--- src/rtl/alpqseq.sv ---
// alpqseq -- Q-register shift sequencer for one 4-bit ALP slice.
//
// Sits directly behind the slice ALU/W-mux. Every cycle it registers the
// inverted (active-high) W result. On start it loads that W result into Q
// and runs a counted shift sequence, left or right, with serial in/out
// pins for cascading to neighbouring slices. While the sequence runs it
// ANDs together the per-cycle W-mux zero indications.
//
// Ports:
//   clk_h         slice clock, rising edge
//   reset_l       synchronous active-low reset
//   wmux_l[3:0]   W-mux result, active-low
//   wmuxz_l       W-mux zero indication, low = result zero
//   start_h       begin sequence (accepted in IDLE only)
//   dir_h         shift direction sampled with start (1 = left)
//   count_h[5:0]  number of shift steps sampled with start
//   abort_h       abandon RUN, back to IDLE with no done pulse
//   q_shl_sin_h   serial in to Q[0] on left shift
//   q_shr_sin_h   serial in to Q[3] on right shift
//   q_shl_sout_h  Q[3]
//   q_shr_sout_h  Q[0]
//   q_h[3:0]      Q register
//   w_h[3:0]      registered W result, active-high
//   busy_h        high in RUN
//   done_h        one-cycle completion pulse
//   zacc_h        accumulated zero flag over the RUN cycles
module alpqseq (
    input  logic       clk_h,
    input  logic       reset_l,
    input  logic [3:0] wmux_l,
    input  logic       wmuxz_l,
    input  logic       start_h,
    input  logic       dir_h,
    input  logic [5:0] count_h,
    input  logic       abort_h,
    input  logic       q_shl_sin_h,
    input  logic       q_shr_sin_h,
    output logic       q_shl_sout_h,
    output logic       q_shr_sout_h,
    output logic [3:0] q_h,
    output logic [3:0] w_h,
    output logic       busy_h,
    output logic       done_h,
    output logic       zacc_h
);

    typedef enum logic [1:0] {
        IDLE = 2'd0,
        RUN  = 2'd1,
        DONE = 2'd2
    } state_t;

    state_t     state_reg, state_next;
    logic [3:0] q_reg, q_next;
    logic [3:0] w_reg;
    logic [5:0] cnt_reg, cnt_next;
    logic       dir_reg, dir_next;
    logic       zacc_reg, zacc_next;

    always_ff @(posedge clk_h) begin
        if (!reset_l) begin
            state_reg <= IDLE;
            q_reg     <= 4'h0;
            w_reg     <= 4'h0;
            cnt_reg   <= 6'd0;
            dir_reg   <= 1'b0;
            zacc_reg  <= 1'b1;
        end else begin
            state_reg <= state_next;
            q_reg     <= q_next;
            w_reg     <= ~wmux_l;   // free-running W pipeline, every state
            cnt_reg   <= cnt_next;
            dir_reg   <= dir_next;
            zacc_reg  <= zacc_next;
        end
    end

    always_comb begin
        state_next = state_reg;
        q_next     = q_reg;
        cnt_next   = cnt_reg;
        dir_next   = dir_reg;
        zacc_next  = zacc_reg;
        busy_h     = 1'b0;
        done_h     = 1'b0;

        unique case (state_reg)
            IDLE: begin
                if (start_h) begin
                    // Q is loaded from the live W-mux, not the registered W.
                    q_next     = ~wmux_l;
                    cnt_next   = count_h;
                    dir_next   = dir_h;
                    zacc_next  = 1'b1;
                    state_next = (count_h != 6'd0) ? RUN : DONE;
                end
            end
            RUN: begin
                busy_h = 1'b1;
                if (abort_h) begin
                    // Abort wins even over the final step: nothing moves.
                    state_next = IDLE;
                end else begin
                    if (dir_reg)
                        q_next = {q_reg[2:0], q_shl_sin_h};
                    else
                        q_next = {q_shr_sin_h, q_reg[3:1]};
                    cnt_next  = cnt_reg - 6'd1;
                    zacc_next = zacc_reg & ~wmuxz_l;
                    // The cnt==1 cycle performs the last shift itself.
                    if (cnt_reg == 6'd1)
                        state_next = DONE;
                end
            end
            DONE: begin
                done_h     = 1'b1;
                state_next = IDLE;
            end
            default: begin
                state_next = IDLE;
            end
        endcase
    end

    assign q_h          = q_reg;
    assign w_h          = w_reg;
    assign zacc_h       = zacc_reg;
    assign q_shl_sout_h = q_reg[3];
    assign q_shr_sout_h = q_reg[0];

endmodule

--- config.mk ---
export PLATFORM = sky130hd
export DESIGN_NAME = alpqseq
export DESIGN_NICKNAME = d
export VERILOG_FILES = /design/src/rtl/alpqseq.sv
export SDC_FILE = /design/constraint.sdc
export NUM_CORES = 1
export LEC_CHECK = 0
export ABC_AREA = 1
export CORE_MARGIN = 1
export CORE_UTILIZATION = 45
export CTS_CLUSTER_SIZE = 20
export DETAILED_ROUTE_END_ITERATION = 10
export MAX_ROUTING_LAYER = met4
export PLACE_DENSITY_LB_ADDON = 0.1
export SYNTH_ARGS = -nofsm -noshare
export SYNTH_HDL_FRONTEND = slang
export SYNTH_SLANG_ARGS = --single-unit
--- constraint.sdc ---
create_clock -name clk_h -period 1.7 [get_ports clk_h]
set_clock_uncertainty 0.1 [all_clocks]
set_input_delay 0.34 -clock clk_h [delete_from_list [all_inputs] [get_ports clk_h]]
set_output_delay 0.34 -clock clk_h [all_outputs]
set_load 0.03 [all_outputs]
* Word-level counts from Yosys, hierarchy flattened
Cells that the tools add are included.
Operators by class: add/subtract/negate cells 1, equality and inequality tests 6, multiplexer cells 17, bitwise operators 3, reductions and logical operators 6
Operators by type and width (count):
- two-way mux 4 bit | 3
- two-way mux 6 bit | 2
- case mux 6 bit (2 select lines) | 1
- two-way mux 2 bit | 4
- case mux 4 bit (2 select lines) | 1
- == test 6 x 1 -> 1 bit, second input constant | 1
- nonzero test 6 bit | 1
- subtractor 6 x 1 -> 6 bit, second input constant | 1
- two-way mux 1 bit | 4
- inequality test 2 bit, second input constant | 2
- NOT 4 bit | 1
- case mux 2 bit (2 select lines) | 1
- AND reduction 2 bit | 2
- inequality test 3 bit, second input constant | 1
- AND reduction 3 bit | 1
- == test 2 x 1 -> 1 bit, second input constant | 1
- == test 2 bit, second input constant | 1
- logical NOT 2 bit | 1
- case mux 1 bit (2 select lines) | 1
- nonzero test 2 bit | 1
- bitwise AND 1 bit | 1
- NOT 1 bit | 1
Word-level totals: bits in registers 18, output and inout bits 13, word-level logic and storage cells 39

* Depth between registers and ports, before layout
Gate-level depths: netlist of the first run.
depth after elaboration 4, depth in mapped cells 8, mapped depth without buffers 8

* Least setup slack after synthesis of the first run
No wires, ideal clock.
path kind flip-flop to output port, start reg state_reg[1], end out done_h, arrival time 809 ps, path slack 451 ps, cell stages (with the launch flop) 3, buffers on the path 0, cell sequence dfxtp_1 inv_1 nor2_1
On the way: word-level cells in the longest chain between the ends 2
RTL lines:
- start, declared | line 53 | state_t state_reg, state_next;
- start signal, assigned | line 69 | state_reg <= state_next;
- == test 2 bit | line 87 | unique case (state_reg)
- two-way mux 1 bit | line 87
- end, declared | line 43 | output logic done_h,
No other way between the ends.

* Final worst setup path of the first run
start reg state_reg[1], end out busy_h
On the way: word-level cells in the longest chain between the ends 2
RTL lines:
- == test 2 x 1 -> 1 bit | line 87
- two-way mux 1 bit | line 87
- end, declared | line 42 | output logic busy_h,
No other way between the ends.

==> metrics, run 1 <==
status=finished clean; register bit total from synthesis=18; Root Driver=clkbuf_4; met1 wire length=1040 microns; Setup crit start kind=flop; WL/cell=11.3 microns; Die ar.=2310 sq um; Worst setup EP type=output pin; routed via count=991; Clock Sinks=18; routability cong.=0.895; Core Rows=16; peak per-stage delay on the critical path=0.34 ns; routed length on met2=1060 microns; latest clock arrival within the worst-skew pair=0.30 ns; Die Y=48.1 microns; Antenna Diode Count=0; final WL=2250 microns; met3 WL post-DR=129 microns; nets=193; leakage=0.594 nW; post-detail-place hpwl=1770 microns; drt drc=0; Synth cell types=18; HP Class=reg2reg; cell area after synthesis=955 sq um; CTS tree=yes; Port Buffers=30; final hold violation count=0; # placed instances=195; Num CTS Buffers=3; Starting DRT DRC Count=31; r2r setup slk=0.33 ns; Internal=0.000743 W; Total GRT Usage=0.223; Slew headroom=0.799; DR pass1 iterations=4; max FFs per register=6; CP Data Required Time=1.26 ns; Die X=48.1 microns; share of layout cells above drive strength 1=0.105; Final min period=1.63 ns; register area share after synthesis=0.377; Flop pwr share=0.433; vias in the first global route=806; Mapped Avg Cell Area=6.77 sq um; CP max FO=12; pin count of the biggest net entering global routing=13; initial antenna violation count=0; CTS Buffer Depth=2; Net Sw Frac=0.358; Cells after Synth=141; drt via density=4.98; Worst EP arrival=1.19 ns; fillers=195; final setup TNS=0 ns; H-tree depth=1; Slew @ Worst Pin=0.302 ns; Max Cap Viol=0; Ys Warns=0; fin. max-slew vios=0; Initial Util=0.482; Hold WS=0.372 ns; fmax=0.615 GHz; post-route antenna net violation count=0; I/O pin cnt=31; Core Box Area=1980 sq um; slowest CP cell=dfxtp_1; clock share of power=0.239; Setup WS pre-CTS=0.0252 ns; final setup fails=0; CP Cell Sequence=inv_1 > nand2_2 > inv_2 > buf_4; period utilisation layout=0.956; worst setup margin=0.0744 ns; top sig layer=met4; Synth Net Count=161; Logic pwr share=0.329; worst vdd ir=0.000621 V; RSZ-0062 raised after global routing=false; final instance area=1270 sq um; Pwr Density=910 nW/um^2; Finished Layout Cells=199; sw power=0.000415 W; Clock Pin Slew Worst Setup and Hold Paths=0.11 ns; Layout area overhead=33.3%; first-pass GRT wire length=3460 microns; Post-DP Area=1250 sq um; WS Path Type=reg2out; Overflow after GRT=0
kinds of logic (layout without fill, tap and decap cells):
kind of cell | after synthesis | after routing | synth area share
flip-flops | 18 | 18 | 0.377
AO/OA/AOI/OAI | 40 | 40 | 0.218
adder cells (fa/ha/maj) | 2 | 2 | 0.0262
buffers and inverters | 22 | 53 | 0.119
AND/OR/NAND/NOR | 59 | 59 | 0.259
metrics by stage:
stage	total power, W	util
after floorplan	0.000782	-
after global placement	0.000902	0.633
after detailed placement	0.000909	0.633
after CTS	0.00116	0.644
after global routing	0.00123	0.642
final	0.00116	0.642
critical path: cells and delay by family, from the launching register on:
| kind | cells | cell delay, ns |
|---|---|---|
| simple gates | 1 | 0.06 |
| flops | 1 | 0.34 |
| buf+inv | 3 | 0.47 |
final cells by class:
type                    count  area, sq um  area share
well taps                  27         33.8      0.0265
multi-input cells         101          480       0.378
repair buffers             33          302       0.237
clock buffers               4         36.3      0.0285
inverters                  16         60.1      0.0472
flip-flops and latches     18          360       0.283
path summary, 6_finish.rpt:
kind | start | end | cells after the start
worst max-delay path | state_reg[1] | busy_h | 4
worst min-delay path | zacc_h | zacc_h | 2
worst max register to register | cnt_reg[0] | cnt_reg[1] | 5
worst min register to register | zacc_h | zacc_h | 2
per-layer routing:
| layer | vias to the layer above | GRT usage |
|---|---|---|
| met5 | - | - |
| met4 | 0 | 0.0556 |
| met3 | 2 | 0.0377 |
| met2 | 33 | 0.362 |
| met1 | 441 | 0.287 |
| li1 | 515 | - |
cell usage in the layout (no fill, tap or decap):
master	instances
clkbuf_4	3
nand3_1	5
nand2_2	5
inv_2	1
nor2_2	2
o21ai_0	16
nand2_1	20
nor2_1	26
a21oi_1	19
a31o_1	1
ha_1	2
dfxtp_1	18
dlygate4sd2_1	11
o21ai_1	3
nand4_1	1
clkbuf_8	1
inv_1	15
buf_4	4
clkdlybuf4s50_1	17
o21ai_2	1
clkbuf_2	1
power by group through the flow:
stage / sequential (W) / clock, W / combinational [W]
2_1_floorplan: 0.000540 / 0 / 0.000242
3_3_place_gp: 0.000510 / 0 / 0.000392
3_5_place_dp: 0.000513 / 0 / 0.000397
4_1_cts: 0.000502 / 0.000277 / 0.000382
5_1_grt: 0.000509 / 0.000295 / 0.000423
6_report: 0.000501 / 0.000276 / 0.000381
Yosys cell counts:
master   number  area (sq um)
nand3_1       5          25.0
a21oi_1      19          95.1
dfxtp_1      18           360
buf_2         1          5.00
inv_1        15          56.3
nand2_1      20          75.1
a31o_1        1          8.76
inv_2         1          3.75
o21ai_1       3          15.0
o21ai_0      16          80.1
nand4_1       1          6.26
o21ai_2       1          8.76
buf_6         3          33.8
nand2_2       5          31.3
ha_1          2          25.0
nor2_1       26          97.6
nor2_2        2          12.5
buf_4         2          15.0
what timing repair did:
item	in CTS	in global routing
setup buffers	0	0
setup endpoints to repair	12	1
resized for setup	12	2
pin swaps	0	0
hold buffers	0	0
Note: power is estimated with default switching activity, not from simulation.
==> run 2, diff against run 1 <==
--- a/config.mk
+++ b/config.mk
@@ -6,7 +6,8 @@
 export NUM_CORES = 1
 export LEC_CHECK = 0
 export ABC_AREA = 1
-export CORE_MARGIN = 1
+export ABC_CLOCK_PERIOD_IN_PS = 1700
+export CORE_MARGIN = 5
 export CORE_UTILIZATION = 45
 export CTS_CLUSTER_SIZE = 20
 export DETAILED_ROUTE_END_ITERATION = 10
==> metrics, run 2 (synthesized netlist as in run 1, its figures left out) <==
Overflow after GRT=0 (unchanged); CTS Buffer Depth=2 (unchanged); Core Box Area=2000 sq um (was 1980 sq um); WS Path Type=reg2out (unchanged); slowest CP cell=dfxtp_1 (unchanged); Die X=56.1 microns (was 48.1 microns); Layout area overhead=33.8% (was 33.3%); H-tree depth=1 (unchanged); most frequent cells in the layout=nor2_1 (26), nand2_1 (20), a21oi_1 (19) (unchanged); Net Sw Frac=0.356 (was 0.358); CP Cell Sequence=nand2_2 > inv_4 > buf_4 (was inv_1 > nand2_2 > inv_2 > buf_4); nets=193 (unchanged); Top delay family on crit path=flip-flops (was buffers and inverters); CP max FO=12 (unchanged); Logic pwr share=0.332 (was 0.329); max FFs per register=6 (unchanged); Clock Sinks=18 (unchanged); first-pass GRT wire length=4440 microns (was 3460 microns); leakage=0.594 nW (about the same); fmax=0.632 GHz (was 0.615 GHz); status=finished clean (unchanged); CTS tree=yes (unchanged); period utilisation layout=0.931 (was 0.956); final setup TNS=0 ns (unchanged); Worst setup EP type=output pin (unchanged); Worst EP arrival=1.14 ns (was 1.19 ns); post-detail-place hpwl=1920 microns (was 1770 microns); latest clock arrival within the worst-skew pair=0.30 ns (about the same); Starting DRT DRC Count=30 (was 31); worst vdd ir=0.000481 V (was 0.000621 V); Final min period=1.58 ns (was 1.63 ns); Flop pwr share=0.435 (was 0.433); drt drc=0 (unchanged); fillers=187 (was 195); clock share of power=0.232 (was 0.239); Max Cap Viol=0 (unchanged); routability cong.=0.867 (was 0.895); post-route antenna net violation count=0 (unchanged); share of layout cells above drive strength 1=0.105 (unchanged); Hold Crit Endpoint=zacc_h (unchanged); DR pass1 iterations=4 (unchanged); WHS Path Cells=2 (unchanged); Total GRT Usage=0.178 (was 0.223); Die Y=56.1 microns (was 48.1 microns); WL/cell=12.5 microns (was 11.3 microns); Port Buffers=30 (unchanged); final setup fails=0 (unchanged); Slew headroom=0.796 (was 0.799); I/O pin cnt=31 (unchanged); Antenna Diode Count=0 (unchanged); peak per-stage delay on the critical path=0.42 ns (was 0.34 ns); final hold violation count=0 (unchanged); initial antenna violation count=0 (unchanged); most common cell after layout, fill and taps aside=nor2_1 (unchanged); Setup Buffers After CTS=0 (unchanged); RSZ-0062 raised after global routing=false (unchanged); vias in the first global route=985 (was 806); Internal=0.000744 W (was 0.000743 W); pin count of the biggest net entering global routing=13 (unchanged); Die ar.=3140 sq um (was 2310 sq um); Reg2Reg Capture Point=q_h[1] (was cnt_reg[1]); PnR Total Power=0.00116 W (about the same); Clock Pin Slew Worst Setup and Hold Paths=0.11 ns (about the same); Root Driver=clkbuf_4 (unchanged); worst hold start=zacc_h (unchanged); final WL=2480 microns (was 2250 microns); Pwr Density=905 nW/um^2 (was 910 nW/um^2); Setup crit start kind=flop (unchanged); fin. max-slew vios=0 (unchanged); HP Class=reg2reg (unchanged); hold_buf cts=0 (unchanged); Slew @ Worst Pin=0.307 ns (was 0.302 ns); sw power=0.000412 W (was 0.000415 W); Num CTS Buffers=3 (unchanged); Initial Util=0.477 (was 0.482); drt via density=5.08 (was 4.98); R2R Path Start=state_reg[1] (was cnt_reg[0]); Buf/Inv on CP=2 (was 3); worst r2r path cells=7 (was 5); r2r setup slk=0.33 ns (about the same); Core Rows=16 (unchanged); routed via count=1011 (was 991); CP Data Required Time=1.26 ns (about the same)
-- run 2: worst max-delay path by stage --
stage	start	end	cells after the start
final	state_reg[0]	busy_h	3
after global routing	state_reg[0]	busy_h	3
after CTS	state_reg[0]	busy_h	3
after detailed placement	abort_h	cnt_reg[5]	6
after global placement	abort_h	cnt_reg[2]	5
after floorplan	state_reg[1]	done_h	2
-- run 2: area by class of cell --
class | instances | area [sq um] | area share
inverter | 16 | 62.6 | 0.0490
timing repair buffer | 33 | 304 | 0.238
multi-input combinational | 101 | 480 | 0.376
sequential | 18 | 360 | 0.282
clock buffer | 4 | 36.3 | 0.0284
tap | 27 | 33.8 | 0.0264
-- run 2: per-stage QoR --
| stage | hold slack [ns] | utilization | instances | cell area (sq um) | worst slack, ns |
|---|---|---|---|---|---|
| 3_5_place_dp | 0.349 | 0.626 | 195 | 1250 | 0.0662 |
| 5_1_grt | 0.435 | 0.638 | 199 | 1280 | 0.0358 |
| 2_1_floorplan | 0.312 | - | 141 | 955 | 0.451 |
| 4_1_cts | 0.378 | 0.637 | 199 | 1270 | 0.0528 |
| 3_3_place_gp | 0.343 | 0.626 | 195 | 1250 | 0.130 |
| 6_report | 0.374 | 0.638 | 199 | 1280 | 0.118 |
-- run 2: repair_timing --
| action | in CTS | in global routing |
|---|---|---|
| setup endpoints to repair | 11 | 1 |
| resized for setup | 11 | 1 |
| pin swaps | 0 | 0 |
-- run 2: per-layer routing --
metal | share of wire | wire length [microns] | global-route usage | vias to the layer above
met5 | 0 | 0 | - | -
met4 | 0.010 | 25 | 0.0678 | 0
met3 | 0.077 | 191 | 0.0487 | 4
met2 | 0.46 | 1150 | 0.264 | 50
met1 | 0.45 | 1120 | 0.229 | 441
li1 | - | - | - | 516
-- run 2: worst reg2reg max path: stages, from the launching register on --
cell	delay (ns)
dfxtp_1	0.39
inv_1	0.08
nand2_2	0.09
inv_4	0.08
nand2_2	0.09
nand2_2	0.12
o21ai_0	0.24
a21oi_1	0.07
-- run 2: power by group through the flow --
stage	sequential [W]	clock (W)	combinational, W
3_3_place_gp	0.000511	0	0.000391
5_1_grt	0.000512	0.000298	0.000431
4_1_cts	0.000503	0.000275	0.000383
3_5_place_dp	0.000514	0	0.000396
2_1_floorplan	0.000540	0	0.000242
6_report	0.000503	0.000268	0.000384
==> run 3, diff against run 2 <==
--- a/config.mk
+++ b/config.mk
@@ -7,7 +7,7 @@
 export LEC_CHECK = 0
 export ABC_AREA = 1
 export ABC_CLOCK_PERIOD_IN_PS = 1700
-export CORE_MARGIN = 5
+export CORE_ASPECT_RATIO = 1.5
 export CORE_UTILIZATION = 45
 export CTS_CLUSTER_SIZE = 20
 export DETAILED_ROUTE_END_ITERATION = 10
==> constraint.sdc (replaced) <==
create_clock -name clk_h -period 1.7 [get_ports clk_h]
set_clock_uncertainty 0.1 [all_clocks]
set_input_delay 0.34 -clock clk_h [delete_from_list [all_inputs] [get_ports clk_h]]
set_output_delay 0.34 -clock clk_h [all_outputs]
set_load 0.05 [all_outputs]
==> metrics, run 3 (synthesized netlist as in run 1, its figures left out) <==
I/O pin cnt=31 (unchanged); Setup Buffers After CTS=0 (unchanged); CP Cell Sequence=nand2_2 > inv_2 > buf_12 (was nand2_2 > inv_4 > buf_4); Num CTS Buffers=3 (unchanged); WS Path Type=reg2out (unchanged); # placed instances=190 (was 195); H-tree depth=1 (unchanged); HP Class=reg2reg (unchanged); latest clock arrival within the worst-skew pair=0.29 ns (was 0.30 ns); Total GRT Usage=0.231 (was 0.178); post_cts resized=0 (was 11); fillers=185 (was 187); Port Buffers=30 (unchanged); max FFs per register=6 (unchanged); CTS tree=yes (unchanged); Layout area overhead=39.2% (was 33.8%); first-pass GRT wire length=3740 microns (was 4440 microns); Clock Pin Slew Worst Setup and Hold Paths=0.09 ns (was 0.11 ns); Overflow after GRT=0 (unchanged); Max Cap Viol=0 (unchanged); GR peak layer=met2 (unchanged); peak per-stage delay on the critical path=0.41 ns (was 0.42 ns); Initial Util=0.477 (unchanged); slowest CP cell=dfxtp_1 (unchanged); routed via count=1024 (was 1011); final instance area=1330 sq um (was 1280 sq um); met3 usage=0.0377 (was 0.0487); drt drc=0 (unchanged); Buf/Inv on CP=2 (unchanged); Starting DRT DRC Count=23 (was 30); Core Rows=20 (was 16); pin count of the biggest net entering global routing=13 (unchanged); Post-DP Area=1310 sq um (was 1250 sq um); hold_buf cts=0 (unchanged); WL/cell=12.0 microns (was 12.5 microns); Finished Layout Cells=193 (was 199); period utilisation layout=0.913 (was 0.931); Top delay family on crit path=flip-flops (unchanged); fmax=0.644 GHz (was 0.632 GHz); drt via density=5.31 (was 5.08); worst vdd ir=0.000541 V (was 0.000481 V); CTS Buffer Depth=2 (unchanged); final setup TNS=0 ns (unchanged); Root Driver=clkbuf_4 (unchanged); DR pass1 iterations=4 (unchanged); share of layout cells above drive strength 1=0.164 (was 0.105); Worst EP arrival=1.11 ns (was 1.14 ns); CP Data Required Time=1.26 ns (about the same); post-route antenna net violation count=0 (unchanged); routability cong.=0.753 (was 0.867); final WL=2310 microns (was 2480 microns); fin. max-slew vios=0 (unchanged); RSZ-0062 raised after global routing=false (unchanged); initial antenna violation count=0 (unchanged); Die X=39.6 microns (was 56.1 microns); nets=193 (unchanged); Slew headroom=0.826 (was 0.796); Clock Sinks=18 (unchanged); post-detail-place hpwl=1750 microns (was 1920 microns); Final min period=1.55 ns (was 1.58 ns); Die ar.=2310 sq um (was 3140 sq um); CP max FO=8 (was 12); Core Box Area=2000 sq um (unchanged); Antenna Diode Count=0 (unchanged); met2 usage=0.393 (was 0.264); final hold violation count=0 (unchanged); most common cell after layout, fill and taps aside=nor2_1 (unchanged); Worst setup EP type=output pin (unchanged); met1 Track Usage GR=0.258 (was 0.229); final setup fails=0 (unchanged); PnR Total Power=0.00120 W (was 0.00116 W); Setup crit start kind=flop (unchanged); leakage=0.595 nW (was 0.594 nW); Die Y=58.4 microns (was 56.1 microns); Pwr Density=902 nW/um^2 (was 905 nW/um^2); Slew @ Worst Pin=0.261 ns (was 0.307 ns); most frequent cells in the layout=nor2_1 (26), nand2_1 (20), a21oi_1 (19) (unchanged); status=finished clean (unchanged); vias in the first global route=929 (was 985)
run 3: metal layers:
layer	part of all wire	wire length [microns]	up-vias
met1	0.41	945	478
met2	0.53	1220	26
li1	-	-	515
met4	0.015	34	0
met3	0.045	105	5
met5	0	0	-
run 3: final timing paths:
| path | end | startpoint | cells after the start | slack (ns) |
|---|---|---|---|---|
| setup / recovery | busy_h | state_reg[0] | 3 | 0.15 |
| setup reg to reg | cnt_reg[2] | state_reg[0] | 6 | 0.38 |
| hold reg to reg | zacc_h | zacc_h | 2 | 0.37 |
| hold / removal | zacc_h | zacc_h | 2 | 0.37 |
run 3: power by group:
group          switching [W]  internal, W
clock network       0.000123    0.0000825
registers          0.0000461     0.000466
logic               0.000279     0.000202
total               0.000448     0.000751
run 3: area by class of cell:
type	count	area [sq um]	area share
Multi-Input combinational cell	101	480	0.362
Timing Repair Buffer	33	378	0.284
Tap cell	22	27.5	0.0207
Inverter	16	60.1	0.0452
Sequential cell	18	360	0.271
Clock buffer	3	22.5	0.0169
run 3: through the flow:
stage          setup slack [ns]  hold slack [ns]  utilization
3_3_place_gp              0.106            0.343        0.653
3_5_place_dp             0.0586            0.354        0.653
6_report                  0.147            0.370        0.664
5_1_grt                   0.101            0.406        0.664
4_1_cts                   0.145            0.376        0.664
2_1_floorplan             0.208            0.312            -
run 3: worst reg2reg max path, cell delays in order (launching register included):
cell,delay [ns]
dfxtp_1,0.41
nand2_2,0.08
inv_2,0.17
nand2_2,0.10
nand2_2,0.15
o21ai_1,0.10
a21oi_1,0.14
